## config.mk

```make
export PLATFORM = sky130hd
export DESIGN_NAME = filter_ctl_reader_flat
export DESIGN_NICKNAME = d
export VERILOG_FILES = /design/src/rtl/filter_ctl_pkg.sv /design/src/rtl/filter_ctl_reader_if.sv /design/src/rtl/filter_ctl_idx_cnt.sv /design/src/rtl/filter_ctl_reader.sv /design/src/flat_wrapper.sv
export SDC_FILE = /design/constraint.sdc
export NUM_CORES = 1
export LEC_CHECK = 0
export BUFFER_PORTS_ARGS = -buffer_cell sky130_fd_sc_hd__clkbuf_2
export CORE_MARGIN = 2
export CORE_UTILIZATION = 51
export DETAILED_ROUTE_END_ITERATION = 12
export PLACE_DENSITY = 0.8
export SLEW_MARGIN = 30
export SYNTH_ARGS = -nofsm -noshare
export SYNTH_HDL_FRONTEND = slang
export SYNTH_SLANG_ARGS = --single-unit
```

## constraint.sdc

```tcl
create_clock -name clk -period 1.5 [get_ports clk]
set_input_delay 0.15 -clock clk [delete_from_list [all_inputs] [get_ports clk]]
set_output_delay 0.15 -clock clk [all_outputs]
set_load 0.1 [all_outputs]
```

## src/rtl/filter_ctl_pkg.sv

```systemverilog
`default_nettype none
// ============================================================================
// Module   : filter_ctl_pkg
// Purpose  : Shared types for the filter control snapshot reader.
// Revision : 1.0
// ============================================================================
package filter_ctl_pkg;

    localparam int FILTER_CTL_W = 10;

    typedef struct packed {
        logic [1:0] mode;
        logic [7:0] coef;
    } filter_ctl_t;

    typedef enum logic [0:0] {
        IDLE   = 1'b0,
        STREAM = 1'b1
    } reader_state_t;

    // Index width for a dimension of n entries, never below one bit.
    function automatic int idx_w(input int n);
        return (n > 1) ? $clog2(n) : 1;
    endfunction

endpackage
`default_nettype wire

```

## src/rtl/filter_ctl_reader_if.sv

```systemverilog
`default_nettype none
// ============================================================================
// Module   : filter_ctl_reader_if
// Purpose  : Valid/ready entry stream carrying data plus row/col position.
// Revision : 1.0
// ============================================================================
interface filter_ctl_reader_if #(
    parameter int ROWS  = 2,
    parameter int COLS  = 3,
    parameter int OUT_W = 32
) ();

    localparam int ROW_W = filter_ctl_pkg::idx_w(ROWS);
    localparam int COL_W = filter_ctl_pkg::idx_w(COLS);

    logic             out_valid_o;
    logic             out_ready_i;
    logic [OUT_W-1:0] out_data_o;
    logic [ROW_W-1:0] out_row_o;
    logic [COL_W-1:0] out_col_o;
    logic             out_last_o;

    modport master (
        output out_valid_o,
        output out_data_o,
        output out_row_o,
        output out_col_o,
        output out_last_o,
        input  out_ready_i
    );

    modport slave (
        input  out_valid_o,
        input  out_data_o,
        input  out_row_o,
        input  out_col_o,
        input  out_last_o,
        output out_ready_i
    );

endinterface
`default_nettype wire

```

## src/rtl/filter_ctl_idx_cnt.sv

```systemverilog
`default_nettype none
// ============================================================================
// Module   : filter_ctl_idx_cnt
// Purpose  : Row-major row/column walker with wrap and last-entry detect.
// Revision : 1.0
// ============================================================================
module filter_ctl_idx_cnt
    import filter_ctl_pkg::*;
#(
    parameter int ROWS  = 2,
    parameter int COLS  = 3,
    parameter int ROW_W = idx_w(ROWS),
    parameter int COL_W = idx_w(COLS)
) (
    input  wire logic             clk,
    input  wire logic             rst_n,
    input  wire logic             i_clr,
    input  wire logic             i_adv,
    output logic      [ROW_W-1:0] o_row,
    output logic      [COL_W-1:0] o_col,
    output logic                  o_last
);

    localparam logic [ROW_W-1:0] c_row_max = ROW_W'(ROWS - 1);
    localparam logic [COL_W-1:0] c_col_max = COL_W'(COLS - 1);

    logic [ROW_W-1:0] r_row;
    logic [COL_W-1:0] r_col;
    logic             w_last;

    assign w_last = (r_row == c_row_max) && (r_col == c_col_max);

    always_ff @(posedge clk or negedge rst_n) begin
        if (!rst_n) begin
            r_row <= '0;
            r_col <= '0;
        end else if (i_clr) begin
            r_row <= '0;
            r_col <= '0;
        end else if (i_adv) begin
            if (r_col == c_col_max) begin
                r_col <= '0;
                r_row <= w_last ? '0 : r_row + ROW_W'(1);
            end else begin
                r_col <= r_col + COL_W'(1);
            end
        end
    end

    assign o_row  = r_row;
    assign o_col  = r_col;
    assign o_last = w_last;

endmodule
`default_nettype wire

```

## src/rtl/filter_ctl_reader.sv

```systemverilog
`default_nettype none
// ============================================================================
// Module   : filter_ctl_reader
// Purpose  : Snapshots a 2D filter control array and streams it row-major.
// Revision : 1.0
// ============================================================================
module filter_ctl_reader
    import filter_ctl_pkg::*;
#(
    parameter int ROWS  = 2,
    parameter int COLS  = 3,
    parameter int OUT_W = 32
) (
    input  wire logic                               clk,
    input  wire logic                               rst_n,
    input  wire logic                               load_i,
    input  wire filter_ctl_t [ROWS-1:0][COLS-1:0]   cfg_i,
    output logic                                    busy_o,
    output logic                                    done_o,
    filter_ctl_reader_if.master                     out_if
);

    localparam int ROW_W = idx_w(ROWS);
    localparam int COL_W = idx_w(COLS);

    reader_state_t                   r_state;
    reader_state_t                   w_state_nxt;
    filter_ctl_t [ROWS-1:0][COLS-1:0] r_snap;
    logic                            r_done;

    logic                    w_busy;
    logic                    w_capture;
    logic                    w_fire;
    logic                    w_final;
    logic [ROW_W-1:0]        w_row;
    logic [COL_W-1:0]        w_col;
    logic                    w_last_idx;
    filter_ctl_t             w_entry;
    logic [FILTER_CTL_W-1:0] w_word;

    always_ff @(posedge clk or negedge rst_n) begin
        if (!rst_n) begin
            r_state <= IDLE;
        end else begin
            r_state <= w_state_nxt;
        end
    end

    always_comb begin
        w_state_nxt = r_state;
        case (r_state)
            IDLE:    if (load_i) w_state_nxt = STREAM;
            STREAM:  if (out_if.out_ready_i && w_last_idx) w_state_nxt = IDLE;
            default: w_state_nxt = IDLE;
        endcase
    end

    // load_i is only honoured from IDLE, so a request during streaming is dropped.
    always_comb begin
        w_busy    = (r_state == STREAM);
        w_capture = (r_state == IDLE) && load_i;
        w_fire    = w_busy && out_if.out_ready_i;
        w_final   = w_fire && w_last_idx;
    end

    always_ff @(posedge clk or negedge rst_n) begin
        if (!rst_n) begin
            r_snap <= '0;
        end else if (w_capture) begin
            r_snap <= cfg_i;
        end
    end

    always_ff @(posedge clk or negedge rst_n) begin
        if (!rst_n) begin
            r_done <= 1'b0;
        end else begin
            r_done <= w_final;
        end
    end

    filter_ctl_idx_cnt #(
        .ROWS  (ROWS),
        .COLS  (COLS),
        .ROW_W (ROW_W),
        .COL_W (COL_W)
    ) u_idx_cnt (
        .clk    (clk),
        .rst_n  (rst_n),
        .i_clr  (w_capture),
        .i_adv  (w_fire),
        .o_row  (w_row),
        .o_col  (w_col),
        .o_last (w_last_idx)
    );

    assign w_entry = r_snap[w_row][w_col];
    assign w_word  = w_busy ? {w_entry.mode, w_entry.coef} : '0;

    generate
        if (OUT_W > FILTER_CTL_W) begin : g_pad
            assign out_if.out_data_o = {{(OUT_W - FILTER_CTL_W){1'b0}}, w_word};
        end else begin : g_exact
            assign out_if.out_data_o = w_word;
        end
    endgenerate

    assign out_if.out_valid_o = w_busy;
    assign out_if.out_row_o   = w_busy ? w_row : '0;
    assign out_if.out_col_o   = w_busy ? w_col : '0;
    assign out_if.out_last_o  = w_busy && w_last_idx;
    assign busy_o             = w_busy;
    assign done_o             = r_done;

endmodule
`default_nettype wire

```

## src/flat_wrapper.sv

```systemverilog
// flat-port wrapper written by rule: the top's interface ports become plain ports
module filter_ctl_reader_flat import filter_ctl_pkg::*;
#(
    parameter int ROWS  = 2,
    parameter int COLS  = 3,
    parameter int OUT_W = 32
)
  (clk, rst_n, load_i, cfg_i, busy_o, done_o, out_if_out_valid_o, out_if_out_data_o, out_if_out_row_o, out_if_out_col_o, out_if_out_last_o, out_if_out_ready_i);
  filter_ctl_reader_if #(.ROWS(ROWS), .COLS(COLS), .OUT_W(OUT_W)) out_if_i ();
  input  wire logic clk;
  input  wire logic rst_n;
  input  wire logic load_i;
  input  wire filter_ctl_t [ROWS-1:0][COLS-1:0] cfg_i;
  output logic busy_o;
  output logic done_o;
  output wire logic [$bits(out_if_i.out_valid_o)-1:0] out_if_out_valid_o;
  output wire logic [$bits(out_if_i.out_data_o)-1:0] out_if_out_data_o;
  output wire logic [$bits(out_if_i.out_row_o)-1:0] out_if_out_row_o;
  output wire logic [$bits(out_if_i.out_col_o)-1:0] out_if_out_col_o;
  output wire logic [$bits(out_if_i.out_last_o)-1:0] out_if_out_last_o;
  input wire logic [$bits(out_if_i.out_ready_i)-1:0] out_if_out_ready_i;
  assign out_if_out_valid_o = out_if_i.out_valid_o;
  assign out_if_out_data_o = out_if_i.out_data_o;
  assign out_if_out_row_o = out_if_i.out_row_o;
  assign out_if_out_col_o = out_if_i.out_col_o;
  assign out_if_out_last_o = out_if_i.out_last_o;
  assign out_if_i.out_ready_i = out_if_out_ready_i;
  filter_ctl_reader #(.ROWS(ROWS), .COLS(COLS), .OUT_W(OUT_W)) u_core (.clk(clk), .rst_n(rst_n), .load_i(load_i), .cfg_i(cfg_i), .busy_o(busy_o), .done_o(done_o), .out_if(out_if_i));
endmodule
```

==> results.cfg <==
[timing]
worstMarginPinSlew_ps = 541
setup_viol = 74
rsz0062_at_grt = true
slew_headroom = 0.641
fin_worst_skew_ps = 5.67
min_period_over_period = 1.32
fin_ws_ps = -476
min_period_ps = 1980
hold_violations = 0
fmax_ghz = 0.506
report.final.slew_viol_count = 0
whs_ps = 33.8

[final_layout]
layout.area.seq_um2 = 1630
multiInputGateArea_um2 = 1690
n_antenna_cell = 0
layout-drive-gt1-share = 0.595
area_delta_synth_final_pct = 49.4
final_cells = 423
n_fill_cell = 341
nets = 407

[synth]
ys_ff_latch = 65
synthCells = 236
yosysWarnings = 0
syn_avg_cell_area_um2 = 13.5
yosysSeqAreaShare = 0.510
syn_area_um2 = 3190
ys_types = 25

[floorplan]
ios = 103
die-area_um2 = 6900
fp-row-count = 28
die_x_um = 83.1
die_h_um = 83.1
start_util = 0.532
core_um2 = 5990

[cts]
numCtsBuffers = 9
cts_root_buffer = clkbuf_8
path_clk_slew_ps = 80
cts_sinks = 65
clock_latency_ps = 340
cts_tree = yes
clockBufferDepth = 2
htreeDepth = 3

[routing]
via_per_inst = 5.17
dr_total_vias = 2185
wl_per_cell_um = 18.9
route.detailed.drc = 2
drtIter0Drc = 122
ant_nets = 0
dr.pass1.iters = 8
drt-total-wl_um = 7990

[critical_path]
worst_setup_path_start_kind = flop
crit_chain = or3b_4, buf_6, o22a_1, o21ai_4, buf_12
max_stage_delay_ps = 420
crit_buf_inv = 2
crit_slowest_cell = or3b_4
rr_worst_depth = 5
path_class = flop to output pin
critPathRequiredTime_ps = 1350
path_max_fanout = 5
path_delay_family = simple AND/OR/NAND/NOR gates
cp.arrival_ps = 1830
crit_path_end_kind = output pin
critical_path_depth = 5

[grt]
grt.met3_usage = 0.0437
grt_max_degree = 66
grt_first_pass_wirelength_um = 11700
met2_usage = 0.358
antenna_found_initial = 0
grt_util_met1 = 0.286
top_usage_layer = met2
track_usage = 0.219
grt_pass1_vias = 2363
grt_overflow = 0

[placement]
pre_cts_slack_ps = -114
port_buffers = 80
dp_cells = 391
hpwl_um = 4920
gp_congestion = 0.720

[run_status]
violations = DRC, setup timing
status = complete, but fails checks

[hold_path]
min_path_cells = 2
min_path_type = primary input to flop

[run]
maxCapViolCount = 0
==> cells in the final DEF, fill, tap and decap left out, types with 2 or more instances in the layout <==
cell / synthesis / final
clkbuf_2: 0 / 63
dfrtp_1: 65 / 63
mux2_4: 0 / 60
mux2i_1: 31 / 31
conb_1: 1 / 22
buf_12: 0 / 19
clkbuf_8: 0 / 12
buf_6: 8 / 12
o21ai_4: 0 / 10
o22a_1: 9 / 9
buf_4: 24 / 6
clkbuf_16: 0 / 5
nand3b_1: 4 / 4
and2_4: 0 / 3
nor2_1: 4 / 3
bufinv_16: 0 / 3
buf_8: 0 / 3
inv_1: 2 / 2
and2b_4: 0 / 2
clkinvlp_4: 0 / 2
==> per-layer routing <==
metal | vias to the layer above | wire length, um
met5 | - | 0
met4 | 0 | 140
met3 | 12 | 361
met2 | 86 | 4050
met1 | 1083 | 3440
li1 | 1004 | -
==> final timing paths <==
| kind | start | slack [ps] | endpoint |
|---|---|---|---|
| max in group asynchronous | rst_n | 830 | u_core.busy_o |
| min in group asynchronous | rst_n | 360 | u_core.done_o |
| worst max register to register | u_core.busy_o | -160 | u_core.r_snap[4] |
| worst max-delay path | u_core.u_idx_cnt.o_col[1] | -480 | out_if_out_data_o[6] |
| worst min register to register | u_core.r_snap[16] | 510 | u_core.r_snap[16] |
| worst min-delay path | cfg_i[13] | 30 | u_core.r_snap[13] |
==> what timing repair did <==
| action | CTS | global route |
|---|---|---|
| endpoints found under the hold margin | 65 | 0 |
| pin swaps | 1 | 6 |
| hold buffers | 1 | 0 |
| gates cloned | 0 | 8 |
| setup endpoints to repair | 16 | 75 |
| gates resized for setup | 16 | 14 |
| setup buffers | 4 | 4 |
==> area by class of cell <==
cell class / count / share of cell area
Inverter: 2 / 0.00158
Tap cell: 75 / 0.0197
Timing Repair Buffer: 112 / 0.228
Multi-Input combinational cell: 153 / 0.355
Clock buffer: 10 / 0.0289
Clock inverter: 6 / 0.0239
Sequential cell: 65 / 0.342
==> cell families after synthesis <==
group,Yosys count,share of synthesized area
AO/OA/AOI/OAI,24,0.0545
buffers and inverters,40,0.0957
flip-flops,65,0.510
multiplexers,91,0.309
other,1,0.00118
AND/OR/NAND/NOR,15,0.0294
==> state kept, by name, summed over array words and instances, names as in the netlist <==
register	flops
u_core.done_o	1
u_core.busy_o	1
u_core.u_idx_cnt.o_row	1
u_core.r_snap	60
u_core.u_idx_cnt.o_col	2
==> synth_stat cells <==
cell type | instances | area share
dfrtp_1 | 65 | 0.51
mux2_2 | 60 | 0.21
mux2i_1 | 31 | 0.097
buf_4 | 24 | 0.056
o22a_1 | 9 | 0.025
buf_6 | 8 | 0.028
o21ai_1 | 8 | 0.013
buf_2 | 4 | 0.0063
nand3b_1 | 4 | 0.0094
nor2_1 | 4 | 0.0047
and2_2 | 3 | 0.0071
inv_1 | 2 | 0.0024
o21ai_2 | 2 | 0.0055
a211oi_1 | 1 | 0.0024
a21oi_1 | 1 | 0.0016
a32o_1 | 1 | 0.0031
and2b_2 | 1 | 0.0027
buf_1 | 1 | 0.0012
clkbuf_1 | 1 | 0.0012
conb_1 | 1 | 0.0012
nand2_1 | 1 | 0.0012
nor3_1 | 1 | 0.0016
o21ai_0 | 1 | 0.0016
o22a_2 | 1 | 0.0031
or3b_1 | 1 | 0.0027
==> through the flow <==
stage / cell area (um^2) / utilization / setup TNS (ps)
3_5_place_dp: 4200 / 0.701 / -874
4_1_cts: 4540 / 0.758 / -9210
3_3_place_gp: 4200 / 0.701 / -482
6_report: 4760 / 0.795 / -11120
2_1_floorplan: 3650 / - / -9270
5_1_grt: 4760 / 0.795 / -12800
Power is not shown: default switching activity piles up to over one toggle a cycle in this logic, so the estimate is an artifact.
